## src/rtl/golden_response_checker_pkg.sv

```systemverilog
// Shared types and MISR constants for the golden response checker.
// No logic here; imported by the checker and its MISR.
// Not applicable: no flow control in a package.
package golden_response_checker_pkg;

    typedef enum logic [1:0] {
        IDLE = 2'd0,
        RUN  = 2'd1,
        DONE = 2'd2
    } state_t;

    // x^16 + x^12 + x^5 + 1
    localparam logic [15:0] MISR_POLY = 16'h1021;
    localparam logic [15:0] MISR_SEED = 16'hFFFF;

endpackage

```

## src/rtl/resp_chk_misr.sv

```systemverilog
// 16-bit multiple-input signature register over accepted response pairs.
// Latency: sig reflects an absorbed word one cycle after shift_en.
// Backpressure: none; shifts only when the parent accepts a pair.
module resp_chk_misr
    import golden_response_checker_pkg::*;
#(
    parameter int DATA_W = 6
) (
    input  logic              clk,
    input  logic              rst,
    input  logic              clear,
    input  logic              shift_en,
    input  logic [DATA_W-1:0] data_in,
    output logic [15:0]       sig
);

    logic [15:0] feedback;
    logic [15:0] data_ext;

    assign feedback = sig[15] ? MISR_POLY : 16'h0000;
    assign data_ext = {{(16-DATA_W){1'b0}}, data_in};

    always_ff @(posedge clk or posedge rst) begin
        if (rst) begin
            sig <= MISR_SEED;
        end else if (clear) begin
            sig <= MISR_SEED;
        end else if (shift_en) begin
            sig <= {sig[14:0], 1'b0} ^ feedback ^ data_ext;
        end
    end

endmodule

```

## config.mk

```make
export PLATFORM = sky130hd
export DESIGN_NAME = resp_chk_misr
export DESIGN_NICKNAME = d
export VERILOG_FILES = /design/src/rtl/golden_response_checker_pkg.sv /design/src/rtl/resp_chk_misr.sv
export SDC_FILE = /design/constraint.sdc
export NUM_CORES = 1
export LEC_CHECK = 0
export BUFFER_PORTS_ARGS = -buffer_cell sky130_fd_sc_hd__buf_2
export CAP_MARGIN = 20
export CORE_MARGIN = 4
export CORE_UTILIZATION = 43
export DETAILED_ROUTE_END_ITERATION = 8
export PLACE_DENSITY = 0.71
export SLEW_MARGIN = 25
export SYNTH_ARGS = -nofsm -noshare
export SYNTH_HDL_FRONTEND = slang
export SYNTH_SLANG_ARGS = --single-unit
```

## constraint.sdc

```tcl
create_clock -name clk -period 1.2 [get_ports clk]
set_input_delay 0.24 -clock clk [delete_from_list [all_inputs] [get_ports clk]]
set_output_delay 0.24 -clock clk [all_outputs]
set_load 0.05 [all_outputs]
```

# Word-level counts from Yosys, hierarchy flattened
# Index checks and enable logic that the tools add are counted.
# op_classes
n_mux	3
bitwise_logic	2
n_reduce_logical	1
# ops
operator	count
two-way mux 16 bit	2
XOR 16 x 13 -> 16 bit	1
XOR 16 x 6 -> 16 bit	1
two-way mux 13 bit	1
nonzero test 2 bit	1
# totals
regBits	16
out_inout_bits	16
elab_cells	7

# Depth between registers and ports, before layout
# logic_depth
word_depth	5
ltp_mapped	3
ltp_nobuf	2

# Least setup slack after synthesis
# OpenSTA, ideal clock, no wires.
# synth_timing
kind	reg-to-reg
start	register sig[4]
end	register sig[5]
setup_ns	0.082
arrival_time_ns	1.409
setup_slack_ns	-0.291
path_stages_with_launch	3
n_path_buf	0
period_less_slack_ns	1.491
cell_sequence	dfstp_2 > xor3_1 > a211o_1
# synth_between
elab_chain_cells	4
# synth_lines
element	line	rtl
start, declared	resp_chk_misr.sv:14	output logic [15:0] sig
start signal, assigned	resp_chk_misr.sv:29	sig <= {sig[14:0], 1'b0} ^ feedback ^ data_ext;
XOR 16 x 13 -> 16 bit	resp_chk_misr.sv:29	
XOR 16 x 6 -> 16 bit	resp_chk_misr.sv:29	
two-way mux 16 bit	resp_chk_misr.sv:28	end else if (shift_en) begin
two-way mux 16 bit	resp_chk_misr.sv:26	end else if (clear) begin
# No other way between the ends. The select of a mux whose other input is x is not followed.
# A chain may end at the register's enable or synchronous reset.

# Worst setup path in the final report
# layout_timing
start	register sig[15]
end	output port sig[15]
# No word-level cell between the ends.

==> results.py <==
metrics = {
    "run_status": {
        "status": "finished, violations left",
        "violations": "setup timing",
    },
    "power": {
        "seqPwrFrac_pct": 44.0,
        "power.switching_w": 0.000454,
        "p_leak_nw": 0.549,
        "switching_share_pct": 30.8,
        "p_int_w": 0.00102,
        "p_comb_share_pct": 32.0,
        "powerDensity_nw_per_um2": 1210,
        "p_clk_share_pct": 24.0,
        "vdd_ir_drop_max_v": 0.000843,
    },
    "critical_path": {
        "path_delay_family": "flip-flops",
        "critPathCaptureType": "primary output",
        "reg2reg_slack_ns": -0.07,
        "r2r-end": "sig[5]",
        "critPathBufInv": 1,
        "worstSetupPathType": "reg -> out",
        "critPathSlowestCell": "dfstp_4",
        "critical-path-max-stage-delay_ns": 0.65,
        "worstPathRequired_ns": 0.96,
        "rr_startpoint": "sig[4]",
        "cp.arrival_ns": 1.08,
        "crit_chain": "buf_8",
        "critPathLaunchType": "flip-flop",
        "path_max_fanout": 3,
        "rr_worst_depth": 2,
    },
    "placement": {
        "io_buffer_count": 25,
        "pre_cts_slack_ns": -0.0576,
        "place_congestion": 0.709,
        "placedCellCount": 107,
        "hpwl_um": 981,
    },
    "detailed_routing": {
        "drcViolationCount": 0,
        "wl_per_cell_um": 13.6,
        "ant_nets": 0,
        "routed_via_density": 4.76,
        "vias": 595,
        "wl_met2_um": 857,
        "drt_iter0_drc": 6,
        "met3WireLength_um": 89,
        "maxUsedRoutingLayer": "met4",
        "routed_wl_um": 1690,
        "wl_met1_um": 733,
        "drt-pass1-iter-count": 3,
    },
    "synthesis": {
        "yosysSeqAreaShare_pct": 55.1,
        "yosys_warnings": 0,
        "netlist_instances": 61,
        "synth.avg_cell_area_um2": 12.5,
        "syn_area_um2": 763,
        "ys_ff_latch": 16,
        "ys_types": 8,
        "syn-num-nets": 71,
    },
    "final_layout": {
        "top_regs": "sig (16)",
        "area_growth_pct": 59.8,
        "antenna_cells": 0,
        "regMostFlops": "sig",
        "largest_reg_flops": 16,
        "nFillCells": 118,
        "fin_nets": 112,
        "drive_gt1_share_pct": 60.4,
        "fin_cells": 125,
    },
    "timing": {
        "fmax_mhz": 758,
        "fin_crit_sh_pct": 110,
        "final.setup_skew_ns": 0.00334,
        "setup_viol": 19,
        "rsz0062_at_grt": "yes",
        "fin_ws_ns": -0.120,
        "period_minus_slack_ns": 1.32,
        "hold_viol_final": 0,
        "drv_slew": 0,
        "slew_headroom_pct": 65.0,
        "worst_slew_pin_slew_ns": 0.525,
    },
    "die": {
        "core-area_um2": 1590,
        "die_area_um2": 2510,
        "rows": 14,
        "fp.dieH_um": 50.1,
        "ios": 26,
        "initial_core_util_pct": 47.9,
        "die_w_um": 50.1,
    },
    "clock_tree": {
        "clkLatencyLatePin_ns": 0.28,
        "numCtsBuffers": 3,
        "clock_sinks": 16,
        "cts_tree": "yes",
        "hold_buffers": 0,
        "clk_pin_slew_ns": 0.09,
        "cts_buffer_depth": 2,
        "htree_levels": 1,
        "cts-root-buf": "clkbuf_4",
    },
    "global_routing": {
        "antenna_found_initial": 0,
        "grt_overflow_total": 0,
        "grt_pass1_vias": 627,
        "grt_usage_pct": 14.9,
        "grt_first_pass_wirelength_um": 2880,
        "grt_max_degree": 33,
    },
    "worst_hold_path": {
        "min-delay-path-class": "in -> async",
    },
    "flow_run": {
        "cap_violations": 0,
    },
}
==> metrics by stage <==
stage               total power, W  TNS, ns  cell area, µm²  utilization (%)  hold WS (ns)
floorplan                 0.000908   -0.162             767                -         0.455
global placement          0.000976  -0.0229             915             57.4         0.472
detailed placement        0.000983  -0.0576             915             57.4         0.474
global route               0.00156    -1.61            1220             76.5         0.174
finish                     0.00148   -0.701            1220             76.5         0.149
CTS                        0.00148   -0.932            1190             74.4         0.151
==> routing by layer <==
layer	up-vias	track usage [%]
li1	291	-
met2	16	24.3
met5	-	0
met4	0	4.15
met1	286	18.6
met3	2	5.33
==> worst register-to-register path, stage by stage, from the launching register on <==
cell and delay [ns]:
dfstp_2 0.59, xor3_1 0.31, a211o_1 0.31
==> timing repair <==
action	4_1_cts	5_1_grt
gates resized for setup	48	1
setup endpoints to repair	17	19
hold endpoints to repair	0	0
buffers inserted	10	4
pin swaps	2	3
==> synth_stat cells <==
master / count / area share (%)
inv_1: 1 / 0.49
nor2b_1: 16 / 13
clkbuf_1: 2 / 0.98
dfstp_2: 16 / 55
a211o_1: 16 / 18
buf_2: 3 / 2.0
xor3_1: 1 / 3.1
xor2_1: 6 / 6.9
==> cells by family after synthesis <==
kind of cell    count (synthesis)  share of synthesized area, %
compound gates                 16                          18.4
xor+xnor                        7                          10.0
flops                          16                          55.1
simple gates                   16                          13.1
buf+inv                         6                          3.44
==> final cells by class <==
type,instances,area (µm²),area share [%]
Tap cell,24,30.0,2.46
Inverter,1,3.75,0.308
Clock buffer,4,36.3,2.97
Timing Repair Buffer,41,409,33.5
Sequential cell,16,424,34.8
Multi-Input combinational cell,39,317,25.9
==> worst max path at each step <==
stage	startpoint	cells past startpoint	slack [ns]	endpoint
finish	sig[15]	1	-0.12	sig[15]
detailed placement	sig[15]	2	-0.06	sig[5]
global route	sig[15]	1	-0.17	sig[15]
CTS	sig[15]	1	-0.13	sig[15]
floorplan	sig[15]	2	-0.16	sig[5]
global placement	sig[15]	2	-0.02	sig[5]
==> layout by cell type (no fill, tap or decap) <==
master and n:
nor2b_1 16, a211o_1 16, buf_8 16, buf_4 15, dfstp_2 15, buf_2 9, xor2_1 6, clkbuf_4 3
inv_1 1, xor3_1 1, clkbuf_8 1, buf_6 1, dfstp_4 1
==> power by group through the flow <==
stage          registers [W]  logic (W)  clock network [W]
4_1_cts             0.000652   0.000453           0.000371
5_1_grt             0.000659   0.000496           0.000402
3_3_place_gp        0.000646   0.000330                  0
3_5_place_dp        0.000649   0.000335                  0
6_report            0.000650   0.000472           0.000354
2_1_floorplan       0.000792   0.000116                  0
(Power assumes the default switching activity.)
